$ cat src/rtl/dp_sched_pkg.sv
// Shared types and encodings for the DP split-loop sequencer.
package dp_sched_pkg;

    typedef enum logic [2:0] {
        ST_IDLE      = 3'd0,
        ST_NTT_KICK  = 3'd1,
        ST_NTT_WAIT  = 3'd2,
        ST_MADD_KICK = 3'd3,
        ST_MADD_WAIT = 3'd4,
        ST_NEXT      = 3'd5,
        ST_DONE      = 3'd6
    } dp_state_e;

    localparam logic [1:0] DP_MODE_NTT_MADD = 2'd0;
    localparam logic [1:0] DP_MODE_NTT      = 2'd1;
    localparam logic [1:0] DP_MODE_MADD     = 2'd2;

    localparam logic [2:0] ERR_NONE     = 3'd0;
    localparam logic [2:0] ERR_MODE     = 3'd1;
    localparam logic [2:0] ERR_SPURIOUS = 3'd2;
    localparam logic [2:0] ERR_DUP      = 3'd3;
    localparam logic [2:0] ERR_TIMEOUT  = 3'd4;
    localparam logic [2:0] ERR_ABORT    = 3'd5;

endpackage

$ cat src/rtl/dp_done_collect.sv
// Sticky collector for per-core NTT done pulses with duplicate detection.
module dp_done_collect #(
    parameter int NUM_POLY = 3
) (
    input  logic                clk,
    input  logic                rst,
    input  logic                i_clr,
    input  logic                i_en,
    input  logic [NUM_POLY-1:0] i_done,
    output logic                o_all_done,
    output logic                o_dup
);

    logic [NUM_POLY-1:0] mask_q, mask_d;

    always_comb begin
        mask_d = mask_q;
        if (i_clr)
            mask_d = '0;
        else if (i_en)
            mask_d = mask_q | i_done;
    end

    always_ff @(posedge clk) begin
        if (rst)
            mask_q <= '0;
        else
            mask_q <= mask_d;
    end

    // All-done includes this cycle's pulses so the phase can exit without an extra cycle.
    assign o_all_done = i_en && (&(mask_q | i_done));
    assign o_dup      = i_en && (|(mask_q & i_done));

endmodule

$ cat src/rtl/dp_sched.sv
// Split-loop sequencer driving NUM_POLY NTT cores and one multiply-add unit.
module dp_sched
    import dp_sched_pkg::*;
#(
    parameter int NUM_POLY    = 3,
    parameter int NUM_SPLIT   = 4,
    parameter int SPLIT_WIDTH = 2,
    parameter int TMO_WIDTH   = 16
) (
    input  logic                   clk,
    input  logic                   rst,
    input  logic                   i_start,
    input  logic [1:0]             i_mode,
    input  logic [SPLIT_WIDTH-1:0] i_last_split,
    input  logic [TMO_WIDTH-1:0]   i_tmo_limit,
    input  logic                   i_abort,
    output logic                   o_busy,
    output logic                   o_done,
    output logic                   o_err,
    output logic [2:0]             o_err_code,
    output logic                   o_ntt_start,
    input  logic [NUM_POLY-1:0]    i_ntt_done,
    output logic                   o_madd_start,
    input  logic                   i_madd_done,
    output logic [SPLIT_WIDTH-1:0] o_idx_split
);

    dp_state_e              state_q, state_d;
    logic [1:0]             mode_q, mode_d;
    logic [SPLIT_WIDTH-1:0] last_q, last_d;
    logic [SPLIT_WIDTH-1:0] idx_q, idx_d;
    logic [TMO_WIDTH-1:0]   tmo_q, tmo_d;
    logic [TMO_WIDTH-1:0]   wdog_q, wdog_d;
    logic                   err_q, err_d;
    logic [2:0]             code_q, code_d;

    logic in_ntt_wait, in_madd_wait, active;
    logic all_done, dup, spurious, timeout;
    logic [TMO_WIDTH-1:0] wdog_inc;

    assign in_ntt_wait  = (state_q == ST_NTT_WAIT);
    assign in_madd_wait = (state_q == ST_MADD_WAIT);
    // DONE is excluded: it always returns to IDLE and must not overwrite the recorded code.
    assign active       = (state_q != ST_IDLE) && (state_q != ST_DONE);
    assign spurious     = active && (((|i_ntt_done) && !in_ntt_wait) ||
                                     (i_madd_done && !in_madd_wait));
    assign timeout      = (in_ntt_wait || in_madd_wait) && (tmo_q != '0) && (wdog_q >= tmo_q);
    assign wdog_inc     = (&wdog_q) ? wdog_q : wdog_q + 1'b1;

    dp_done_collect #(.NUM_POLY(NUM_POLY)) u_collect (
        .clk        (clk),
        .rst        (rst),
        .i_clr      (state_q == ST_NTT_KICK),
        .i_en       (in_ntt_wait),
        .i_done     (i_ntt_done),
        .o_all_done (all_done),
        .o_dup      (dup)
    );

    always_comb begin
        state_d = state_q;
        mode_d  = mode_q;
        last_d  = last_q;
        idx_d   = idx_q;
        tmo_d   = tmo_q;
        wdog_d  = wdog_q;
        err_d   = err_q;
        code_d  = code_q;
        case (state_q)
            ST_IDLE: begin
                if (i_start) begin
                    mode_d = i_mode;
                    last_d = i_last_split;
                    tmo_d  = i_tmo_limit;
                    err_d  = 1'b0;
                    code_d = ERR_NONE;
                    case (i_mode)
                        DP_MODE_NTT_MADD, DP_MODE_NTT: state_d = ST_NTT_KICK;
                        DP_MODE_MADD:                  state_d = ST_MADD_KICK;
                        default: begin
                            state_d = ST_DONE;
                            err_d   = 1'b1;
                            code_d  = ERR_MODE;
                        end
                    endcase
                end
            end
            ST_NTT_KICK: begin
                wdog_d  = '0;
                state_d = ST_NTT_WAIT;
            end
            ST_NTT_WAIT: begin
                wdog_d = wdog_inc;
                if (all_done)
                    state_d = (mode_q == DP_MODE_NTT_MADD) ? ST_MADD_KICK : ST_NEXT;
            end
            ST_MADD_KICK: begin
                wdog_d  = '0;
                state_d = ST_MADD_WAIT;
            end
            ST_MADD_WAIT: begin
                wdog_d = wdog_inc;
                if (i_madd_done)
                    state_d = ST_NEXT;
            end
            ST_NEXT: begin
                if (idx_q == last_q) begin
                    state_d = ST_DONE;
                end else begin
                    idx_d   = idx_q + 1'b1;
                    state_d = (mode_q == DP_MODE_MADD) ? ST_MADD_KICK : ST_NTT_KICK;
                end
            end
            ST_DONE: begin
                idx_d   = '0;
                state_d = ST_IDLE;
            end
            default: state_d = ST_IDLE;
        endcase

        // Error overrides, highest priority first; only one code is ever recorded.
        if (active && (i_abort || dup || spurious || timeout)) begin
            state_d = ST_DONE;
            err_d   = 1'b1;
            if (i_abort)       code_d = ERR_ABORT;
            else if (dup)      code_d = ERR_DUP;
            else if (spurious) code_d = ERR_SPURIOUS;
            else               code_d = ERR_TIMEOUT;
        end
    end

    always_ff @(posedge clk) begin
        if (rst) begin
            state_q <= ST_IDLE;
            mode_q  <= DP_MODE_NTT_MADD;
            last_q  <= '0;
            idx_q   <= '0;
            tmo_q   <= '0;
            wdog_q  <= '0;
            err_q   <= 1'b0;
            code_q  <= ERR_NONE;
        end else begin
            state_q <= state_d;
            mode_q  <= mode_d;
            last_q  <= last_d;
            idx_q   <= idx_d;
            tmo_q   <= tmo_d;
            wdog_q  <= wdog_d;
            err_q   <= err_d;
            code_q  <= code_d;
        end
    end

    assign o_busy       = (state_q != ST_IDLE);
    assign o_done       = (state_q == ST_DONE);
    assign o_ntt_start  = (state_q == ST_NTT_KICK);
    assign o_madd_start = (state_q == ST_MADD_KICK);
    assign o_err        = err_q;
    assign o_err_code   = code_q;
    assign o_idx_split  = idx_q;

endmodule

$ cat config.mk
export PLATFORM = sky130hd
export DESIGN_NAME = dp_sched
export DESIGN_NICKNAME = d
export VERILOG_FILES = /design/src/rtl/dp_sched_pkg.sv /design/src/rtl/dp_done_collect.sv /design/src/rtl/dp_sched.sv
export SDC_FILE = /design/constraint.sdc
export NUM_CORES = 1
export LEC_CHECK = 0
export CAP_MARGIN = 30
export CORE_MARGIN = 3
export CORE_UTILIZATION = 59
export DETAILED_ROUTE_END_ITERATION = 8
export PLACE_DENSITY = 0.89
export SLEW_MARGIN = 20
export SYNTH_ARGS = -nofsm -noshare
export SYNTH_HDL_FRONTEND = slang
export SYNTH_SLANG_ARGS = --single-unit
$ cat constraint.sdc
create_clock -name clk -period 5.7 [get_ports clk]
set_input_delay 1.14 -clock clk [delete_from_list [all_inputs] [get_ports clk]]
set_output_delay 1.14 -clock clk [all_outputs]
set_load 0.005 [all_outputs]
* After elaboration in Yosys (flattened, before gate mapping)
Index checks and enable logic that the tools add are counted.
** Word-level totals
- Input port bits :: 28
- Word-level logic and storage cells :: 99
- Bits in registers :: 48
** Operators by class
- Add/subtract/negate cells :: 2
- Bitwise operators :: 2
- Magnitude comparators :: 1
- Equality and inequality tests :: 19
- Reduce and logical (&&, ||, !) cells :: 41
- Multiplexer cells :: 24
** Operators by type and width (number)
- $mux W3 :: 12
- $pmux W16 S2 :: 1
- $pmux W3 S6 :: 1
- $add A16 B1 Y16 const B :: 1
- $ge A16 B16 Y1 :: 1
- $mux W16 :: 1
- $reduce_and A16 Y1 :: 1
- $reduce_bool A16 Y1 :: 1
- $reduce_or A2 Y1 :: 5
- $eq A3 B3 Y1 const B :: 3
- $logic_and A1 B1 Y1 :: 9
- $reduce_and A3 Y1 :: 3
- $reduce_or A3 Y1 :: 3
- $ne A2 B2 Y1 const B :: 4
- $reduce_and A2 Y1 :: 4
- $reduce_bool A2 Y1 :: 4
- $eq A3 B2 Y1 const B :: 2
- $ne A3 B3 Y1 const B :: 2
- $pmux W3 S2 :: 1
- $logic_or A1 B1 Y1 :: 5
- $mux W1 :: 5
- $eq A2 B2 Y1 const B :: 2
- $logic_not A2 Y1 :: 2
- $mux W2 :: 2
- other kinds (13) :: 14

* Depth between registers and ports, before layout
Gate-level depths: netlist of run 1.
- Depth after elaboration :: 10
- Gate-level depth with buffers :: 7

* Hierarchy
Synthesis of run 1 repeated with hierarchy kept, for this count alone.
** Second synthesis, totals
- Cell total of the unflattened synthesis :: 336
- Area total of the unflattened synthesis :: 2651.3 um2
** By module, submodules not included
- dp_sched :: sequential area each 900.9 um2, area each 2529.9 um2, cells each 322, instances 1
- dp_done_collect :: sequential area each 60.1 um2, area each 121.4 um2, cells each 14, instances 1

* Worst setup path before layout of run 1
Ideal clock, no wire load.
- Path type :: reg-to-output
- Start :: reg state_q[0]
- End :: out o_ntt_start
- Cell stages (with the launch flop) :: 6
- Data required time :: 4560 ps
- Slack :: 3225 ps
- Arrival time :: 1335 ps
- Path through :: dfxtp_1 clkbuf_1 buf_2 nand2_1 clkbuf_1 nor2_1
** Between the ends
- Longest elaborated chain between the ends :: 1
** RTL lines
- start, declared :: RTL line dp_sched.sv:28 : dp_state_e state_q, state_d;
- start signal, assigned :: RTL line dp_sched.sv:143 : state_q <= state_d;
- $eq A3 B1 Y1 :: RTL line dp_sched.sv:156 : assign o_ntt_start = (state_q == ST_NTT_KICK);
- end, declared :: RTL line dp_sched.sv:21 : output logic o_ntt_start,
No other way between the ends.

* Worst setup path in the final report of run 1
Ends and elaborated chain as after synthesis.

==> summary.md, run 1 <==
| Metric | Value |
|---|---|
| RSZ-0062 raised after global routing | no |
| Detail Placement HPWL | between 4000 and 5000 µm |
| PostCTS Resize Cnt | 0 |
| Initial antenna violation count | 0 |
| Max rail drop VDD | about 0.24 mV |
| Total Wirelength | between 6000 and 7000 µm |
| Share of layout cells above drive strength 1 | 0.0486 |
| Starting Density | 0.630 |
| TritonCTS Buffers | 5 |
| Max Fclk | 277 MHz |
| IO Port Bufs | 37 |
| Clk Latency, worst-skew pair | between 0.3 and 0.4 ns |
| Relative slew slack | 0.422 |
| H-Tree Depth | 2 |
| Met1 GRT Util | 0.341 |
| Chip width | between 70 and 80 µm |
| P_int | 723 µW |
| Seq. cell area | slightly below 1000 µm² |
| Period utilization | 0.633 |
| Worst-path fanout max | 17 |
| CORE AREA | ~4500 µm² |
| Site Rows | 24 |
| NumNets Final | ~440 |
| GR peak layer | met2 |
| Antenna Nets Post-Route | 0 |
| Most common cell in the netlist | nand2_1 |
| Largest net degree at the start of global routing | 43 |
| Synth cell count leaders | nand2_1 (62), dfxtp_1 (48), a21oi_1 (34), inv_1 (30), nor2_1 (23) |
| Minimum clock period | about 3.6 ns |
| Outcome | finished, final reports clean |
| Distinct cells, synth | 53 |
| Share of total power in combinational logic | 0.450 |
| Switch share | 0.423 |
| Final WS setup | about 2.1 ns |
| Ys async rst share | 0 |
| Routed len/inst | about 15 µm |
| Placer Congestion | 0.895 |
| GR Layer Usage met2 | 0.389 |
| Synth Flop Type | dfxtp_1 |
| Max Slew Vio Count | 0 |
| Final Setup Violations | 0 |
| Die height | between 70 and 80 µm |
| Maxcap violations | 0 |
| I/O pins | 38 |
| Die area | ~5600 µm² |
| Setup_tns | 0 ns |
| Post-synth design cell area | 2820 µm² |
| Dpl ws | 2.47 ns |
| Gr usage total | 0.246 |
| Post-synth top area share | 0.341 |
| Crit end category | output pin |
| Pwr per Cell Area | approximately 380 nW/µm² |
| Ys Warns | 0 |
| Antenna Cells | 0 |
| Vias/cell | between 6 and 7 |
| Gr ovfl total | 0 |
| First-pass DRT Iterations | 5 |
| First-pass GRT wire length | between 10000 and 15000 µm |
| Vias in the first global route | 2440 |
| Hold Vio Cnt, Final | 0 |
| TritonCTS clock tree | yes |
| WP data required | between 4 and 5 ns |
| Synth-to-Final Area Change | 17.3% |
| Area of the multi-input gates | ~1700 µm² |
| Clk_skew | roughly 0.013 ns |
| Type of the most critical hold path | reg -> reg |
| Fill cell count | 336 |
| Syn Nets | approximately 400 |
| Synth area leaders | dfxtp_1 (34%), nand2_1 (8.3%), ha_1 (7.5%) |
| Post-route DRC | 0 |
| Max Buffers Root-to-Sink | 2 |
| Crit Path Class | reg -> out |
| Number of synthesized flops with an enable pin | 0 |
| Psw | around 530 µW |
| Total number of vias | roughly 2700 |
| Worst Path Arrival | 2.47 ns |
| Seq/Total Area, Yosys | 0.341 |
| CP Launch Type | register |
| Area leader, netlist | dfxtp_1 |
| Synth Instances | between 300 and 400 |
| Worst-path clk slew | approximately 0.09 ns |
| Number of register bits inferred by synthesis | between 40 and 50 |
| Cts hold-fix bufs | 0 |
| Root Buffer | clkbuf_8 |
| Clk pwr share | 0.171 |
| Part of the power in registers | 0.379 |
| Drt initial violations | 276 |
| Setup bufs post-CTS | 0 |
| Syn Area/Cell | between 7 and 8 µm² |
| CTS Sinks | 48 |
| Slew at the pin closest to its max-slew limit | approximately 0.86 ns |
| Met3 Usage GRT | 0.0454 |
| Pleak | approximately 0.0012 µW |
==> worst max-delay path: stages, from the launching register on <==
cell and delay (ns):
dfxtp_1 0.67, nand2_1 0.54, nor2_1 0.38, clkdlybuf4s50_1 0.57
==> state kept, by name, summed over array words and instances (netlist names) <==
| register | cells |
|---|---|
| state_q | 3 |
| o_idx_split | 2 |
| o_err_code | 3 |
| u_collect.mask_q | 3 |
| mode_q | 2 |
| last_q | 2 |
| tmo_q | 16 |
| o_err | 1 |
| wdog_q | 16 |
==> per-stage QoR <==
step | hold WS (ns) | utilization | area [µm²] | cells | total power (µW)
2_1_floorplan | 0.444 | - | 2820 | 359 | 876
3_3_place_gp | 0.459 | 0.718 | 3210 | 435 | 1010
3_5_place_dp | 0.463 | 0.718 | 3210 | 435 | 1040
4_1_cts | 0.475 | 0.739 | 3300 | 443 | 1250
5_1_grt | 0.497 | 0.739 | 3300 | 443 | 1340
6_report | 0.473 | 0.739 | 3300 | 443 | 1250
==> power by group through the flow <==
stage | clock network, µW | logic [µW] | registers [µW]
after global routing | 228 | 628 | 484
after CTS | 217 | 560 | 472
after global placement | 0 | 537 | 476
final | 215 | 564 | 475
after floorplan | 0 | 443 | 433
after detailed placement | 0 | 558 | 479
==> final timing paths <==
check | depth (start not counted) | from | slack, ns | end
worst min-delay path | 2 | last_q[1]$_SDFFE_PP0P_ | 0.47 | last_q[1]$_SDFFE_PP0P_
worst max-delay path | 3 | state_q[0]$_SDFFE_PP0P_ | 2.09 | o_ntt_start
worst min register to register | 2 | last_q[1]$_SDFFE_PP0P_ | 0.47 | last_q[1]$_SDFFE_PP0P_
worst max register to register | 5 | state_q[1]$_SDFFE_PP0P_ | 3.39 | wdog_q[13]$_SDFFE_PP0P_
==> final cells by class <==
class                   instances  area share
clock buffers                   7      0.0261
clock inverters                 1     0.00227
inverters                      30      0.0341
multi-input cells             266       0.510
flip-flops and latches         48       0.291
well taps                      52      0.0197
repair buffers                 39       0.117
==> cells by family (layout without fill, tap and decap cells) <==
group | Yosys count | in the layout | share of synthesized area
AOI/OAI and AO/OA | 87 | 87 | 0.220
adders and majority gates | 17 | 17 | 0.0755
xor gates and xnor gates | 9 | 9 | 0.0280
and+or+nand+nor | 146 | 146 | 0.247
DFF | 48 | 48 | 0.341
muxes | 7 | 7 | 0.0253
buffers and inverters | 45 | 77 | 0.0626
==> per-layer routing <==
| metal | share of wire | vias up |
|---|---|---|
| li1 | - | 1357 |
| met2 | 0.48 | 86 |
| met1 | 0.47 | 1286 |
| met5 | 0 | - |
| met4 | 0.010 | 0 |
| met3 | 0.045 | 8 |
==> layout by cell type (no fill, tap or decap), types with 4 or more instances in the layout <==
cell type        count
ha_1                17
or3_1                7
nand4_1              8
clkbuf_8             6
nor2_1              23
o2111ai_1            4
nand2_1             62
a2111o_1             5
nand2b_1             4
nor3_1              11
mux2i_1              6
clkdlybuf4s50_1     37
xnor2_1              6
a211oi_1             4
nand3_1             13
inv_1               30
a31oi_1              4
dfxtp_1             48
a21oi_1             34
o21ai_0              9
nor4_1               6
(Power assumes the default switching activity.)
==> run 2: changes to the inputs <==
Settings changed: CORE_UTILIZATION 59 to 50, PLACE_DENSITY 0.89 to 0.81.
Clock period 5.7 ns to 3.1 ns, I/O delays scaled along.
==> summary.md, run 2 (synthesis gave the netlist of run 1 again) <==
| Metric | Value |
|---|---|
| Outcome | finished, final reports clean (unchanged) |
| Most common cell after layout, fill and taps aside | nand2_1 (unchanged) |
| Max Buffers Root-to-Sink | 2 (unchanged) |
| Cts hold-fix bufs | 0 (unchanged) |
| WP data required | 2.48 ns (was 4.56 ns) |
| Final Setup Violations | 0 (unchanged) |
| Max Slew Vio Count | 0 (unchanged) |
| Highest-delay cell along the critical path | dfxtp_1 (unchanged) |
| Slew at the pin closest to its max-slew limit | 0.687 ns (was 0.864 ns) |
| Minimum clock period | 2.65 ns |
| Total number of vias | 2704 (was 2737) |
| TritonCTS clock tree | yes (unchanged) |
| Vias in the first global route | 2514 (was 2440) |
| Placer Congestion | 0.845 (was 0.895) |
| First-pass DRT Iterations | 4 (was 5) |
| Pwr per Cell Area | 686 nW/µm² (was 380 nW/µm²) |
| Max rail drop VDD | 0.347 mV (was 0.236 mV) |
| Dpl cell area | 3250 µm² (was 3210 µm²) |
| Relative slew slack | 0.542 (was 0.422) |
| Gr usage total | 0.220 (was 0.246) |
| Maxcap violations | 0 (unchanged) |
| Synth-to-Final Area Change | 18.0% (was 17.3%) |
| H-Tree Depth | 2 (unchanged) |
| Worst-path clk slew | 0.08 ns (was 0.09 ns) |
| Max stage delay on crit path | 0.76 ns (was 0.67 ns) |
| Pleak | 0.00119 µW (about the same) |
| Drt initial violations | 277 (was 276) |
| Type of the most critical hold path | reg -> reg (unchanged) |
| Routed len/inst | 14.5 µm (was 14.8 µm) |
| PostCTS Resize Cnt | 0 (unchanged) |
| Worst-path fanout max | 19 (was 17) |
| Hold WS | 0.473 ns (about the same) |
| Setup bufs post-CTS | 0 (unchanged) |
| Site Rows | 26 (was 24) |
| Finished Cell Area | 3330 µm² (was 3300 µm²) |
| Most frequent cells in the layout | nand2_1 (62), dfxtp_1 (48), clkdlybuf4s50_1 (37) (unchanged) |
| Hold Vio Cnt, Final | 0 (unchanged) |
| Setup_tns | 0 ns (unchanged) |
| Crit Path Class | reg -> out (unchanged) |
| CP Launch Type | register (unchanged) |
| Chip width | 81.1 µm (was 75.1 µm) |
| CP Cell Sequence | inv_1, nor2_1, clkdlybuf4s50_1 (was nand2_1, nor2_1, clkdlybuf4s50_1) |
| TritonCTS Buffers | 5 (unchanged) |
| I/O pins | 38 (unchanged) |
| Post-route DRC | 0 (unchanged) |
| Largest net degree at the start of global routing | 42 (was 43) |
| Area of the multi-input gates | 1690 µm² (unchanged) |
| Die area | 6570 µm² (was 5640 µm²) |
| Number of instances in the placed design | 455 (was 435) |
| Vias/cell | 5.85 (was 6.18) |
| Initial antenna violation count | 0 (unchanged) |
| First-pass GRT wire length | 11600 µm (was 10800 µm) |
| Worst Path Arrival | 2.03 ns (was 2.47 ns) |
| Clk Latency, worst-skew pair | 0.30 ns (was 0.31 ns) |
| IO Port Bufs | 37 (unchanged) |
| Crit end category | output pin (unchanged) |
| Total Wirelength | 6720 µm (was 6580 µm) |
| Gr ovfl total | 0 (unchanged) |
| Antenna Nets Post-Route | 0 (unchanged) |
| Max Fclk | 377 MHz |
| RSZ-0062 raised after global routing | no (unchanged) |
| Fill cell count | 466 (was 336) |
| Detail Placement HPWL | 5000 µm (was 4870 µm) |
| Period utilization | 0.855 |
| Starting Density | 0.535 (was 0.630) |
| NumNets Final | 437 (was 435) |
| Share of layout cells above drive strength 1 | 0.0510 (was 0.0486) |
| Seq. cell area | 961 µm² (unchanged) |
| Antenna Cells | 0 (unchanged) |
| Biggest regs | tmo_q (16), wdog_q (16) (unchanged) |
| Root Buffer | clkbuf_8 (unchanged) |
| Clk_skew | 0.00931 ns (was 0.0129 ns) |
| Die height | 81.1 µm (was 75.1 µm) |
| Layout Cells excl Fill | 462 (was 443) |
| CTS Sinks | 48 (unchanged) |
| CORE AREA | 5270 µm² (was 4470 µm²) |
run 2: through the flow:
stage | util | total power [µW] | setup slack (ns)
6_report | 0.631 | 2280 | 0.451
5_1_grt | 0.631 | 2450 | 0.312
4_1_cts | 0.631 | 2280 | 0.473
3_5_place_dp | 0.616 | 1930 | 0.646
3_3_place_gp | 0.616 | 1890 | 0.697
2_1_floorplan | - | 1610 | 1.15
run 2: worst max-delay path, delay by kind of cell (launching register included):
kind / cells / cell delay (ns)
AND/OR/NAND/NOR: 1 / 0.16
flip-flops: 1 / 0.76
buffers and inverters: 2 / 0.81
run 2: report_power, final:
group          switching (µW)  total [µW]  internal [µW]
clock network             202         356            154
registers                 151         876            725
logic                     615        1050            435
run 2: final timing paths:
path                                start                 endpoint  slack [ns]  cells after the start
setup / recovery  state_q[1]$_SDFFE_PP0P_             o_madd_start        0.45                      3
hold / removal     mode_q[0]$_SDFFE_PP0P_   mode_q[0]$_SDFFE_PP0P_        0.47                      2
setup reg to reg  state_q[1]$_SDFFE_PP0P_  wdog_q[13]$_SDFFE_PP0P_        0.78                      5
hold reg to reg    mode_q[0]$_SDFFE_PP0P_   mode_q[0]$_SDFFE_PP0P_        0.47                      2
run 2: layout make-up:
cell class              count  share of cell area
clock buffers               6              0.0218
clock inverters             1             0.00150
inverters                  30              0.0339
multi-input cells         266               0.507
flip-flops and latches     48               0.289
well taps                  70              0.0263
repair buffers             41               0.120
run 2: metal layers:
metal / GRT usage / wire length (µm) / share of wire / vias up
met5: 0 / 0 / 0 / -
met3: 0.0388 / 267 / 0.040 / 6
met1: 0.299 / 3120 / 0.46 / 1271
met2: 0.367 / 3260 / 0.48 / 69
li1: - / - / - / 1358
met4: 0.0439 / 73 / 0.011 / 0
==> run 3: changes to the inputs <==
Settings changed: SLEW_MARGIN 20 to 40.
==> results of run 3 <==
Same layout as run 2: the final DEF is identical, and so are final timing and power.
